File: config.mk
export PLATFORM = sky130hd
export DESIGN_NAME = enc16_4_scan
export DESIGN_NICKNAME = d
export VERILOG_FILES = /design/src/rtl/enc16_4_scan.sv
export SDC_FILE = /design/constraint.sdc
export NUM_CORES = 1
export LEC_CHECK = 0
export BUFFER_PORTS_ARGS = -buffer_cell sky130_fd_sc_hd__buf_4
export CORE_MARGIN = 2
export CORE_UTILIZATION = 54
export DETAILED_ROUTE_END_ITERATION = 7
export PLACE_DENSITY = 0.75
export SYNTH_ARGS = -nofsm -noshare
export SYNTH_HDL_FRONTEND = slang
export SYNTH_SLANG_ARGS = --single-unit
File: constraint.sdc
create_clock -name clk -period 4.1 [get_ports clk]
set_clock_uncertainty 0.05 [all_clocks]
set_input_delay 0.82 -clock clk [delete_from_list [all_inputs] [get_ports clk]]
set_output_delay 0.82 -clock clk [all_outputs]
set_load 0.05 [all_outputs]
File: src/rtl/enc16_4_scan.sv
// Sequential 16-to-4 encoder: accepts a request vector and emits the index of each set bit, one per beat.
// Build option ENC_MSB_FIRST_EN reverses the scan order (highest set bit first).
module enc16_4_scan #(
  parameter int WIDTH = 16,
  parameter int IDXW  = 4
) (
  input  logic             clk,
  input  logic             rst,
  input  logic             En,
  input  logic             in_valid,
  output logic             in_ready,
  input  logic [WIDTH-1:0] D,
  output logic             out_valid,
  input  logic             out_ready,
  output logic [IDXW-1:0]  W,
  output logic             last,
  output logic             none,
  output logic [IDXW:0]    cnt
);

  typedef enum logic {IDLE, EMIT} state_t;

  state_t           state;
  logic [WIDTH-1:0] p;
  logic [IDXW:0]    cnt_q;
  logic             z;
  logic [IDXW-1:0]  w_q;
  logic             last_q;
  logic [WIDTH-1:0] pick;
  logic [WIDTH-1:0] p_next;

  // Index of the bit that is emitted next from vector v (0 when v is empty).
  function automatic logic [IDXW-1:0] scan_idx(input logic [WIDTH-1:0] v);
    logic [IDXW-1:0] idx;
    idx = '0;
`ifdef ENC_MSB_FIRST_EN
    for (int i = 0; i < WIDTH; i++)
      if (v[i]) idx = IDXW'(i);
`else
    for (int i = WIDTH - 1; i >= 0; i--)
      if (v[i]) idx = IDXW'(i);
`endif
    return idx;
  endfunction

  function automatic logic [IDXW:0] popcount(input logic [WIDTH-1:0] v);
    logic [IDXW:0] c;
    c = '0;
    for (int i = 0; i < WIDTH; i++)
      c += {{IDXW{1'b0}}, v[i]};
    return c;
  endfunction

  function automatic logic at_most_one(input logic [WIDTH-1:0] v);
    return (v & (v - WIDTH'(1))) == '0;
  endfunction

  assign pick   = WIDTH'(1) << w_q;
  assign p_next = p & ~pick;

  assign in_ready  = !rst && En && (state == IDLE);
  assign out_valid = !rst && (state == EMIT);
  assign W         = out_valid ? w_q : '0;
  assign last      = out_valid && last_q;
  assign none      = out_valid && z;
  assign cnt       = cnt_q;

  // Beat registers are precomputed one step ahead so outputs never depend on
  // the live handshake inputs and hold steady through back-pressure.
  always_ff @(posedge clk) begin
    if (rst) begin
      state  <= IDLE;
      p      <= '0;
      cnt_q  <= '0;
      z      <= 1'b0;
      w_q    <= '0;
      last_q <= 1'b0;
    end else begin
      unique case (state)
        IDLE: begin
          if (in_valid && in_ready) begin
            p      <= D;
            cnt_q  <= popcount(D);
            z      <= (D == '0);
            w_q    <= scan_idx(D);
            last_q <= at_most_one(D);
            state  <= EMIT;
          end
        end
        EMIT: begin
          if (out_ready) begin
            if (last_q) begin
              state  <= IDLE;
              p      <= '0;
              z      <= 1'b0;
              w_q    <= '0;
              last_q <= 1'b0;
            end else begin
              p      <= p_next;
              w_q    <= scan_idx(p_next);
              last_q <= at_most_one(p_next);
            end
          end
        end
        default: state <= IDLE;
      endcase
    end
  end

endmodule

==> results of run 1 <==
==> critical path, delay by kind of cell <==
family,cells,cell delay (ns)
adder cells (fa/ha/maj),6,2.56
buffers and inverters,4,0.30
AO/OA/AOI/OAI,2,0.25
AND/OR/NAND/NOR,1,0.13
==> power by group <==
part           internal (W)  switching, W  leakage [nW]
Clock             0.0000862     0.0000960        0.0288
Combinational      0.000197      0.000265          1.01
Sequential         0.000293     0.0000429         0.229
==> cell usage after synthesis, drive strengths merged, types with 5 or more instances <==
master,number
clkbuf,14
nand2b,9
dfxtp,28
o31ai,6
nor2,43
and2,5
a21oi,20
inv,30
nand3,6
buf,11
o21ai,39
fa,10
a211oi,7
a31oi,5
o32ai,5
nor3,17
nand2,17
mux2i,7
o221ai,11
ha,8
==> flip-flops by register name (all words and copies together) (netlist names) <==
name and count:
p 16, cnt 5, state 1, z 1, w_q 4, last_q 1
==> per-layer routing <==
| layer | wire length, µm | vias to the layer above | global-route usage, % |
|---|---|---|---|
| met3 | 696 | 13 | 4.27 |
| met5 | 0 | - | 0 |
| met2 | 3880 | 156 | 47.1 |
| met1 | 3920 | 1405 | 43.5 |
| met4 | 139 | 0 | 7.45 |
| li1 | - | 1441 | - |
==> cells by family after synthesis <==
kind of cell / Yosys count / share of synthesized area [%]
AOI/OAI and AO/OA: 139 / 34.8
and+or+nand+nor: 122 / 21.9
buffers and inverters: 55 / 8.20
DFF: 28 / 19.9
adders and majority gates: 18 / 10.6
muxes: 10 / 3.68
xor gates and xnor gates: 3 / 0.931
==> cell type report <==
cell class                 count  area [µm²]
inverter                      30         113
sequential                    28         561
clock buffer                   4        55.1
tap                           70        87.6
timing repair buffer          46         345
fill                         465        1880
multi-input combinational    292        2030
==> worst paths after layout <==
check	end	slack, ns	depth (start not counted)
setup reg to reg	w_q[1]	1.16	7
setup / recovery	cnt[4]	0.20	13
hold reg to reg	cnt[4]	0.44	2
hold / removal	cnt[4]	0.44	2
==> stage by stage <==
stage	hold slack (ns)	cell area (µm²)	setup slack [ns]	setup TNS [ns]	utilization [%]
after floorplan	0.405	2820	0.215	0	-
after global placement	0.412	3140	-0.0417	-0.0508	61.8
after detailed placement	0.425	3140	-0.103	-0.179	61.8
after CTS	0.447	3190	0.187	0	62.9
after global routing	0.463	3190	0.0523	0	62.9
final	0.444	3190	0.199	0	62.9
==> qor.txt, run 1 <==
Final nets: 440
Final Hold Vio Count: 0
Wire per inst: 18.4 µm
Leakage power: 1.26 nW
CTS sink cnt: 28
Hold Startpoint: cnt[4]
Outcome: complete, no violations
Non-Filler Instances: 470
DR vias/cell: 6.41
Worst-path fanout max: 2
Clk root buf: clkbuf_8
Total global routing overflow: 0
Type of the worst min-delay path: flop to flop
Critical Path Slowest Stage Cell: fa_1
Antenna violations before repair: 0
Worst Setup End Kind: flop
Vias in the first global route: 2806
Area delta synth->final: 13.1%
Critical Path Start: D[0]
Antenna diodes: 0
Clk slew on worst S/H paths: 0.10 ns
Worst Path Required: 4.26 ns
CP dominant cell by count: fa_1
Async SR Flop Fraction: 0%
Via count: 3015
RSZ-0062 raised after global routing: no
Share of cells above drive strength 1: 15.8%
CP arrival: 4.06 ns
Pin count of the biggest net entering global routing: 34
First-pass GRT wire length: 14300 µm
Total power: 0.000980 W
Number of synthesized flops with an enable pin: 0
Placer Congestion: 0.946
Slew Limit Fails: 0
Seq/Total Area, Yosys: 19.9%
I/O pin total: 34
Clk_lat worst skew: 0.28 ns
Post-CTS sizing: 0
F_max: 0.256 GHz
Post-route ant nets: 0
Post-CTS Hold Fix Bufs: 0
Starting DRT DRC Count: 320
Syn_nets: 414
Post-route minimum period: 3.90 ns
Reg2reg start: w_q[0]
Cells after DPL: 466
Vert. Die Dim: 76.3 µm
Die area: 0.00582 mm²
Syn_area_per_cell: 7.53 µm²
WL final: 8640 µm
# rows: 26
Period utilization: 95.1%
Synthesized cell area: 0.00282 mm²
Syn. warnings: 0
# Post-CTS Setup Buffers: 0
Pwr dens: 307 mW/mm²
Max VDD drop: 273 µV
Most frequent cells in the layout: buf_4 (46), nor2_1 (43), o21ai_0 (38), inv_1 (30), dfxtp_1 (28)
Worst-Margin Slew: 1.12 ns
Gr usage total: 30.0%
Pre-Repair DR Iteration Count: 5
Yosys top cell area share: 19.9%
Post-synth top flop: dfxtp_1
IO buf count: 33
Syn Inst Count: 375
Synth area leader: dfxtp_1
Number of distinct library cells after synthesis: 67
FF+latch count, synth: 28
Starting density of the core: 55.6%
# DRC: 0
Commonest non-fill, non-tap cell in the layout: buf_4
Maxcap violations: 0
Area contributors post-synth: dfxtp_1 (20%), fa_1 (7.1%), o21ai_0 (6.7%), nor2_1 (5.7%), inv_1 (4.0%)
Max incr delay on CP: 0.56 ns
Setup-failing EPs final: 0
CTS buffer count: 3
Slew headroom: 25.1%
CTS tree: yes
Critical path type: primary input to flop
Die X: 76.3 µm
Startpoint types: primary input
Core area: 0.00507 mm²
H-tree depth: 1
Post-DP HPWL: 6500 µm
Maximum clock insertion buffer count: 2
CP cell instances: buf_4 -> fa_1 -> inv_1 -> fa_1 -> fa_1 -> fa_1 -> inv_1 -> ha_1 -> inv_1 -> fa_1 -> nor2b_1 -> o211ai_1 -> a21oi_1
Power figures use the tool's default switching activity.
==> inputs of run 2 (changes only) <==
Settings changed: ABC_AREA set to 1, CORE_UTILIZATION 54 to 53, PLACE_DENSITY 0.75 to 0.74.
==> qor.txt, run 2 <==
Outcome: complete, no violations
# rows: 25 (-3.8%)
Non-Filler Instances: 499 (+6.2%)
Worst-path fanout max: 2 (unchanged)
Syn. warnings: 0 (unchanged)
Reg2reg setup slack: 1.64 ns (+0.48 ns)
Internal power: 0.000618 W (+7.3%)
Clk root buf: clkbuf_8
Post-route minimum period: 3.98 ns (+0.0778 ns)
Syn Inst Count: 394 (+5.1%)
Pre-Repair DR Iteration Count: 5 (unchanged)
Switching portion of total power: 40.7% (-0.48 points)
Maximum clock insertion buffer count: 2 (unchanged)
Clk slew on worst S/H paths: 0.10 ns (about the same)
Async SR Flop Fraction: 0% (unchanged)
Post-synth top flop: dfxtp_1
Wire per inst: 13.8 µm (-25%)
Number of synthesized flops with an enable pin: 0 (unchanged)
Synth area leader: dfxtp_1
R2R depth: 10 (+3)
Yosys top cell area share: 21.4% (+1.6 points)
Slew Limit Fails: 0 (unchanged)
Area delta synth->final: 16.6%
CP arrival: 4.14 ns (+0.08 ns)
Syn_nets: 433 (+4.6%)
Setup WS pre-CTS: -0.176 ns (-0.0727 ns)
Critical Path Start: D[0]
Area contributors post-synth: dfxtp_1 (21%), nand2_1 (11%), a21oi_1 (8.0%), fa_1 (7.7%), inv_1 (7.5%)
CTS sink cnt: 28 (unchanged)
Sw Pwr: 0.000425 W (+5.2%)
Slew headroom: 48.6% (+24 points)
Clk_lat worst skew: 0.27 ns (about the same)
Finished layout cell area: 0.00305 mm² (-4.5%)
Gr usage total: 26.9% (-3.1 points)
Leakage power: 1.45 nW (+14%)
IO buf count: 33 (unchanged)
DR vias/cell: 5.38 (-16%)
Final nets: 472 (+7.3%)
Vert. Die Dim: 74.2 µm (-2.7%)
Vias in the first global route: 2480 (-12%)
Most frequent cells in the layout: nand2_1 (80), inv_1 (52), buf_4 (46), a21oi_1 (42), nor2_1 (40)
Antenna diodes: 0 (unchanged)
Placed cell area: 0.00297 mm² (-5.2%)
Setup-failing EPs final: 0 (unchanged)
Worst-Margin Slew: 0.769 ns (-0.352 ns)
Synthesized cell area: 0.00262 mm² (-7.4%)
Cells after DPL: 495 (+6.2%)
Post-route ant nets: 0 (unchanged)
Period utilization: 97.0% (+1.9 points)
H-tree depth: 1 (unchanged)
Core area: 0.00475 mm² (-6.3%)
Flop pwr share: 31.4% (-2.8 points)
I/O pin total: 34 (unchanged)
Startpoint types: primary input
Pwr dens: 342 mW/mm² (+12%)
First-pass GRT wire length: 11600 µm (-19%)
Starting density of the core: 55.0% (-0.62 points)
Max reg flops: 16 (unchanged)
Max VDD drop: 265 µV (-2.7%)
Post-DP HPWL: 5630 µm (-13%)
F_max: 0.251 GHz (-2.0%)
Hold_ws: 0.420 ns (-0.0240 ns)
PnR worst setup slack: 0.122 ns (-0.0778 ns)
Maxcap violations: 0 (unchanged)
Cell depth of the worst hold path: 2 (unchanged)
Syn_area_per_cell: 6.64 µm² (-12%)
Share of cells above drive strength 1: 20.8% (+5.1 points)
Worst Setup End Kind: flop
Starting DRT DRC Count: 188 (-41%)
FF+latch count, synth: 28 (unchanged)
RSZ-0062 raised after global routing: no
Setup TNS: 0 ns (unchanged)
Die X: 74.2 µm (-2.7%)
WL final: 6900 µm (-20%)
Synth cell count leaders: nand2_1 (80), inv_1 (52), a21oi_1 (42), nor2_1 (40), o21ai_0 (33)
Hold path endpoint: cnt[0]
Placer Congestion: 0.953 (+0.71%)
FF-to-FF End: last_q
Critical path type: primary input to flop
Final Hold Vio Count: 0 (unchanged)
Die area: 0.00551 mm² (-5.3%)
Antenna violations before repair: 0 (unchanged)
Most frequent cell after synthesis: nand2_1
Reg2reg start: w_q[3]
Register with the most flip-flops: p
CTS buffer count: 3 (unchanged)
# DRC: 0 (unchanged)
Worst Path Required: 4.27 ns (about the same)
CTS tree: yes
Hold Startpoint: cnt[0]
Pin count of the biggest net entering global routing: 25 (-26%)
Gate power share: 47.9% (+0.7 points)
Commonest non-fill, non-tap cell in the layout: nand2_1
Number of distinct library cells after synthesis: 41 (-39%)
Via count: 2685 (-11%)
Type of the worst min-delay path: flop to flop
Clock Power Share: 20.7% (+2.1 points)
Seq/Total Area, Yosys: 21.4% (+1.6 points)
# Post-CTS Setup Buffers: 0 (unchanged)
Total global routing overflow: 0 (unchanged)
run 2: cell types whose count changed after synthesis, moves of 9 or more:
| cell | change |
|---|---|
| a21oi_1 | +22 |
| nand2_1 | +64 |
| nand2b_1 | -9 |
| nor3_1 | -9 |
| o221ai_1 | -11 |
| o21ai_2 | +9 |
| inv_1 | +22 |
run 2: area by class of cell:
class / count / area [µm²]
Clock buffer: 3 / 41.3
Clock inverter: 1 / 30.0
Tap cell: 67 / 83.8
Multi-Input combinational cell: 294 / 1760
Timing Repair Buffer: 46 / 345
Inverter: 60 / 225
Fill cell: 481 / 1710
Sequential cell: 28 / 561
run 2: power groups by stage:
stage                     Combinational, W  Clock [W]  Sequential, W
after global routing              0.000566   0.000232       0.000331
after CTS                         0.000498   0.000220       0.000327
after global placement            0.000485          0       0.000333
final                             0.000500   0.000216       0.000328
after floorplan                   0.000359          0       0.000336
after detailed placement          0.000495          0       0.000333
run 2: worst max-delay path: stages:
cell and delay [ns]:
buf_4 0.12, fa_1 0.53, inv_1 0.06, fa_1 0.51, fa_1 0.44, fa_1 0.57, inv_1 0.06, ha_2 0.17
inv_1 0.06, fa_1 0.39, or2_2 0.29, a21oi_1 0.11
run 2: cell families after synthesis:
group / share of synthesized area, %
adder cells (fa/ha/maj): 11.5
AO/OA/AOI/OAI: 25.9
flip-flops: 21.4
AND/OR/NAND/NOR: 29.6
buffers and inverters: 11.3
XOR/XNOR: 0.335
run 2: per-layer routing:
metal / track usage, % / part of all wire [%]
met4: 1.79 / 0.12
met2: 43.6 / 45
met5: 0 / 0
met1: 39.8 / 50
met3: 4.34 / 5.7
run 2: timing repair:
| item | in CTS | in global routing |
|---|---|---|
| resized for setup | 0 | 1 |
| hold buffers | 0 | 0 |
| endpoints found under the setup margin | 0 | 1 |
run 2: through the flow:
| step | util [%] | total power (W) |
|---|---|---|
| finish | 64.1 | 0.00104 |
| global route | 64.1 | 0.00113 |
| CTS | 64.1 | 0.00104 |
| detailed placement | 62.6 | 0.000827 |
| global placement | 62.6 | 0.000818 |
| floorplan | - | 0.000695 |
run 2: worst max path at each step:
| stage | to | slack [ns] | cells after the start |
|---|---|---|---|
| finish | cnt[1] | 0.12 | 12 |
| global route | cnt[1] | 0.03 | 12 |
| CTS | cnt[1] | 0.10 | 12 |
| detailed placement | cnt[1] | -0.18 | 12 |
| global placement | cnt[1] | -0.12 | 12 |
| floorplan | cnt[1] | 0.11 | 11 |
